### src/rtl/out_sched_pkg.sv
// out_sched_pkg: default sizing and circular next-enabled-channel search for out_scheduler.
package out_sched_pkg;
    localparam int DEF_WIDTH    = 4;
    localparam int DEF_CHANNELS = 4;
    localparam int DEF_DWELL    = 4;

    // First set bit strictly after cur in circular order over n channels; cur itself if it is the only one.
    function automatic logic [3:0] next_enabled(input logic [15:0] mask, input logic [3:0] cur, input int n);
        logic [3:0] r;
        int idx;
        r = cur;
        for (int i = n; i >= 1; i--) begin
            idx = (int'(cur) + i) % n;
            if (mask[idx]) r = idx[3:0];
        end
        return r;
    endfunction
endpackage

### src/rtl/dwell_timer.sv
// dwell_timer: per-channel dwell counter, cleared by load, advanced by en, flags the last dwell clock.
module dwell_timer #(
    parameter int DWELL = 4
) (
    input  logic clk_o,
    input  logic rst,
    input  logic load,
    input  logic en,
    output logic tc
);
    localparam int CW = DWELL > 1 ? $clog2(DWELL) : 1;
    logic [CW-1:0] cnt;
    always_ff @(posedge clk_o) begin
        if (rst || load) cnt <= '0;
        else if (en) cnt <= cnt + 1'b1;
    end
    assign tc = cnt == CW'(DWELL - 1);
endmodule

### src/rtl/out_scheduler.sv
// out_scheduler: round-robin time-multiplexer of CHANNELS words onto one registered output.
// Define OUT_SCHED_BLANK_EN to insert one blank cycle on every channel advance.
module out_scheduler
    import out_sched_pkg::*;
#(
    parameter int WIDTH    = DEF_WIDTH,
    parameter int CHANNELS = DEF_CHANNELS,
    parameter int DWELL    = DEF_DWELL,
    parameter int SEL_W    = $clog2(CHANNELS)
) (
    input  logic                      clk_o,
    input  logic                      rst,
    input  logic [CHANNELS*WIDTH-1:0] in_data,
    input  logic [CHANNELS-1:0]       en_mask,
    input  logic                      hold,
    output logic [WIDTH-1:0]          out_c,
    output logic [SEL_W-1:0]          out_sel,
    output logic                      out_valid,
    output logic                      frame_start
);
    logic [SEL_W-1:0] sel, nxt;
    logic [WIDTH-1:0] cur_word;
    logic any, cur_en, run, adv, wrap, tc, blank, pend;
    always_comb begin
        any = |en_mask;
        cur_en = en_mask[sel];
        cur_word = in_data[sel*WIDTH +: WIDTH];
        run = !hold && any && !blank;
        adv = run && (tc || !cur_en);
        nxt = SEL_W'(next_enabled(16'(en_mask), 4'(sel), CHANNELS));
        wrap = adv && nxt <= sel;
    end
    dwell_timer #(.DWELL(DWELL)) u_timer (
        .clk_o (clk_o),
        .rst   (rst),
        .load  (adv),
        .en    (run),
        .tc    (tc)
    );
`ifdef OUT_SCHED_BLANK_EN
    // hold keeps the blank going so a frozen display stays dark between channels
    always_ff @(posedge clk_o) begin
        if (rst) blank <= 1'b0;
        else blank <= adv ? 1'b1 : (hold && blank);
    end
`else
    assign blank = 1'b0;
`endif
    // a wrap is reported on the first valid cycle of the new channel, so it waits out any blank
    always_ff @(posedge clk_o) begin
        if (rst) begin
            sel <= '0;
            pend <= 1'b0;
            out_c <= '0;
            out_sel <= '0;
            out_valid <= 1'b0;
            frame_start <= 1'b0;
        end else begin
            if (adv) sel <= nxt;
            pend <= wrap || (blank && pend);
            out_c <= (cur_en && !blank) ? cur_word : '0;
            out_sel <= sel;
            out_valid <= cur_en && !blank;
            frame_start <= pend && any && !blank;
        end
    end
endmodule

### config.mk
export PLATFORM = sky130hd
export DESIGN_NAME = out_scheduler
export DESIGN_NICKNAME = d
export VERILOG_FILES = /design/src/rtl/out_sched_pkg.sv /design/src/rtl/dwell_timer.sv /design/src/rtl/out_scheduler.sv
export SDC_FILE = /design/constraint.sdc
export NUM_CORES = 1
export LEC_CHECK = 0
export CAP_MARGIN = 10
export CELL_PAD_IN_SITES_DETAIL_PLACEMENT = 0
export CELL_PAD_IN_SITES_GLOBAL_PLACEMENT = 1
export CORE_ASPECT_RATIO = 1.1
export CORE_MARGIN = 4
export CORE_UTILIZATION = 31
export DETAILED_ROUTE_END_ITERATION = 6
export PLACE_DENSITY_LB_ADDON = 0.1
export RECOVER_POWER = 50
export SLEW_MARGIN = 20
export SYNTH_ARGS = -nofsm -noshare
export SYNTH_HDL_FRONTEND = slang
export SYNTH_SLANG_ARGS = --single-unit
### constraint.sdc
create_clock -name clk_o -period 4.22 [get_ports clk_o]
set_input_delay 0.844 -clock clk_o [delete_from_list [all_inputs] [get_ports clk_o]]
set_output_delay 0.844 -clock clk_o [all_outputs]
set_load 0.03 [all_outputs]
### Word-level counts from Yosys, hierarchy flattened

Cells that the tools add are included.

* bits in registers: 13
* bits in latches: 0
* memory bits (writable): 0
* ROM bits: 0
* output and inout port bits: 8
* logic and storage cells: 57
* memories: 0

* add/sub/neg operators: 5
* $mul: 0
* divide/modulo/power cells: 0
* $lt $le $gt $ge: 6
* equal/unequal tests: 1
* shift-type cells: 1
* mux-type cells: 18
* bitwise logic cells: 5
* reductions and logical operators: 14

Operator list (number)
* $lt A3 B6 Y1 const B: 4
* $shiftx A16 B5 Y4: 1
* $bmux W1 S3: 4
* $reduce_or A2 Y1: 5
* $mux W1: 9
* $mux W2: 4
* $add A2 B1 Y2 const B: 3
* $add A2 B2 Y2 const B: 2
* $and A1 B1 Y1 const A: 4
* $logic_and A1 B1 Y1: 4
* $reduce_or A4 Y1: 1
* $lt A2 B3 Y1 const B: 1
* $bmux W1 S2: 1
* $eq A2 B2 Y1 const B: 1
* $le A2 B2 Y1: 1
* $logic_not A1 Y1: 2
* $logic_or A1 B1 Y1: 2
* $not A1 Y1: 1

### Depth between registers and ports, before layout

* depth in word-level cells: 12
* gate-level depth with buffers: 9
* depth with buffers taken out: 8

### By module

From an unflattened synthesis, not the netlist that was laid out.

* cell total of the unflattened synthesis: 64
* area, all modules: 680.7 um^2

By module, submodules not included
* out_scheduler: times used 1, cells an instance 57, area each 589.3 um^2, sequential area each 220.2 um^2
* dwell_timer: times used 1, cells an instance 7, area each 91.3 um^2, sequential area each 40.0 um^2

### Worst setup path after synthesis

No wires, ideal clock.

* path type: input -> register
* from: input en_mask[3]
* to: register pend
* arrival: 1.742 ns
* required time: 4.128 ns
* slack: 2.386 ns
* cell stages on the path: 7
* path through: mux2i_2 o221a_2 ha_1 inv_1 a21oi_1 a21oi_1 nor4_1

* word-level cells in the longest chain between the ends: 9
* elaborated cells on any way between the ends: 25
* those cells by class: order compare: 1; mux: 18; reduce/logical: 6

Ends and longest elaborated chain
* start: declaration: line out_scheduler.sv:14 `input logic [CHANNELS-1:0] en_mask,`
* $bmux W1 S3: line out_sched_pkg.sv:14 `if (mask[idx]) r = idx[3:0];`
* $mux W1 (implied by the code) (2 in a row): line out_sched_pkg.sv:14
* $mux W2 (4 in a row): line out_sched_pkg.sv:14
* $le A2 B2 Y1: line out_scheduler.sv:31 `wrap = adv && nxt <= sel;`
* $logic_and A1 B1 Y1 (*): line out_scheduler.sv:31
* end signal: assignment: line out_scheduler.sv:60 `pend <= wrap || (blank && pend);`
* end: declaration: line out_scheduler.sv:23 `logic any, cur_en, run, adv, wrap, tc, blank, pend;`

Every way passes the cells marked *; elsewhere a longest branch is shown, timed or not. The select of a mux whose other input is x is not followed.
A chain may end at the register's enable or synchronous reset.

### Final worst setup path

* from: input en_mask[2]
* to: register u_timer.cnt[0]

* word-level cells in the longest chain between the ends: 6
* elaborated cells on any way between the ends: 8
* those cells by class: mux: 2; reduce/logical: 6

Ends and longest elaborated chain
* $bmux W1 S2: line out_scheduler.sv:26 `cur_en = en_mask[sel];`
* $mux W1 (implied by the code): line out_scheduler.sv:26
* $logic_not A1 Y1: line out_scheduler.sv:29 `adv = run && (tc || !cur_en);`
* $logic_or A1 B1 Y1: line out_scheduler.sv:29
* $logic_and A1 B1 Y1: line out_scheduler.sv:29
* $logic_or A1 B1 Y1: line dwell_timer.sv:14 `if (rst || load) cnt <= '0;`
* end signal: assignment: line dwell_timer.sv:15 `else if (en) cnt <= cnt + 1'b1;`
* end: declaration: line dwell_timer.sv:12 `logic [CW-1:0] cnt;`

Several ways; a longest one is shown, not always the timed one. The select of a mux whose other input is x is not followed.

==> results.yml <==
setup_path:
  cp-start-kind: "input pin"
  arrival_ps: 2490
  worstPathRequired_ps: 4420
  crit_chain: "dlygate4sd3_1 -> nor4_1 -> or2_1 -> nand2_1 -> a21oi_1"
  critPathCaptureType: "flip-flop"
  crit_fanout: 6
  critPathMaxStageDelay_ps: 590
  cp_slowest_cell: "dlygate4sd3_1"
  crit_type: "in -> reg"
clock_tree:
  clk_path_buf_depth: 2
  h-tree-depth: 1
  tritoncts: "done"
  cts_hold_buf: 0
  cts_buffers: 3
  clock_latency_ps: 270
  post_cts_buffers: 0
  post_cts_resized: 0
  clkTransAtPathRegs_ps: 70
  cts-root-buf: "clkbuf_4"
  numClockSinks: 13
yosys:
  ys_seq_elements: 13
  synthCells: 70
  ys_seq_area_share_pct: 37.2
  syn_area_per_cell_sq_um: 9.99
  synth_top_area_share_pct: 37.2
  synth_area_leaders: "dfxtp_1 37%, mux4_2 13%, ha_1 5.4%"
  yosysWarnings: 0
  yosysUniqueCellTypes: 31
  synth_area_sq_um: 699
  synth_largest_area_cell: "dfxtp_1"
  synth_nets: 96
global_route:
  grt_util_met1_pct: 14.5
  grt_usage_pct: 12.1
  grtUsageMet2_pct: 20.1
  use_met3_pct: 3.60
  grt_overflow: 0
  grt_max_degree: 16
  grt-busiest-layer: "met2"
  grt_pass1_vias: 586
  antenna_found_initial: 0
  grt_first_pass_wirelength_microns: 2730
finish:
  layout_commonest_cell: "clkdlybuf4s50_1"
  syn_to_final_growth_pct: 47.2
  final_cell_mix: "26 x clkdlybuf4s50_1, 13 x dfxtp_1, 6 x nor2_1, 6 x a21oi_1, 5 x nor2b_1"
  nNetsFinal: 127
  diodes: 0
  drive_gt1_share_pct: 11.0
  fin_util_pct: 49.4
timing:
  setup_slack_ps: 1930
  fin_worst_skew_ps: 4.32
  period_needed_ps: 2290
  hold_violations: 0
  finalSetupTns_ps: 0
  clock.fmax_mhz: 436
  rsz0062_at_grt: "no"
  setup_viol: 0
  slew_viol_final: 0
  whs_ps: 462
  relSlewSlack_pct: 61.4
  period_share_pct: 54.3
  worst_pin_slew_ps: 574
floorplan:
  fp.dieH_microns: 57.8
  start_util_pct: 33.6
  dieWidth_microns: 53.3
  row_count: 17
  fp.dieArea_sq_um: 3080
  core_area_sq_um: 2080
  ios: 31
pwr:
  power.leakage_nw: 0.381
  pwr_density_cell_nw_per_um2: 293
  vdd_ir_drop_max_mv: 0.165
  totalPowerFinal_mw: 0.302
detailed_routing:
  wl_per_cell_microns: 13.3
  wl_microns: 1700
  via_per_inst: 4.83
  drt_iter0_markers: 1
  drt_pre_antenna_iters: 2
  drtAntennaViolNets: 0
  vias: 618
  drc: 0
place:
  dp_hpwl_microns: 1380
  gp_congestion: 0.725
  place_ws_ps: 1740
  io_buffers: 30
outcome:
  status: "finished, final reports clean"
worst_hold_path:
  hp-class: "reg -> reg"
run:
  maxCapViolCount: 0
[power breakdown]
part | switching, mW | total (mW) | internal (mW)
clock | 0.0373 | 0.0739 | 0.0366
sequential | 0.00840 | 0.140 | 0.131
combinational | 0.0380 | 0.0883 | 0.0503
total | 0.0837 | 0.302 | 0.218
[synthesized netlist by cell type, drive strengths merged]
cell type / n
nor3: 1
nand3: 2
mux2: 1
o221a: 1
a21o: 1
a31oi: 1
nor4: 2
buf: 3
nor2: 6
nor2b: 5
inv: 4
or2: 1
a22oi: 1
a21oi: 6
o21ai: 2
nand2: 2
a211o: 1
mux4: 4
dfxtp: 13
nand3b: 2
o2bb2ai: 1
ha: 3
nand2b: 3
mux2i: 1
nor3b: 1
clkbuf: 1
o31ai: 1
[cells by family (layout without fill, tap and decap cells)]
logic type      count (synthesis)  after routing  synth area share (%)
simple gates                   25             25                  20.4
buf+inv                         8             38                  5.72
compound gates                 15             15                  14.8
flops                          13             13                  37.2
mux                             6              6                  16.5
fa+ha+maj                       3              3                  5.37
[per-stage QoR]
stage / cells / area, sq um
6_report: 128 / 1030
3_3_place_gp: 124 / 1010
2_1_floorplan: 70 / 699
3_5_place_dp: 124 / 1010
4_1_cts: 128 / 1040
5_1_grt: 128 / 1030
[registers in the layout, indices dropped and copies added (netlist names)]
signal / flops
sel: 2
frame_start: 1
out_valid: 1
out_c: 4
pend: 1
u_timer.cnt: 2
out_sel: 2
[per-layer routing]
layer | share of wire (%) | vias to the layer above
met4 | 0 | 0
met1 | 42 | 290
met3 | 6.7 | 0
met5 | 0 | -
met2 | 51 | 15
li1 | - | 313
[worst max-delay path, delay by kind of cell]
kind                   cells  cell delay (ps)
AND/OR/NAND/NOR            3              920
buffers and inverters      1              590
AO/OA/AOI/OAI              1              140
[path summary, 6_finish.rpt]
kind | startpoint | to | slack, ps | cells past startpoint
setup / recovery | en_mask[2] | u_timer.cnt[0] | 1930 | 5
hold / removal | u_timer.cnt[1] | u_timer.cnt[1] | 460 | 2
setup reg to reg | sel[1] | pend | 2390 | 7
hold reg to reg | u_timer.cnt[1] | u_timer.cnt[1] | 460 | 2
[area by class of cell]
| cell class | count | area [sq um] |
|---|---|---|
| Clock buffer | 4 | 26.3 |
| Fill cell | 222 | 1050 |
| Inverter | 4 | 15.0 |
| Multi-Input combinational cell | 49 | 393 |
| Sequential cell | 13 | 260 |
| Tap cell | 28 | 35.0 |
| Timing Repair Buffer | 30 | 300 |
Power figures use the tool's default switching activity.
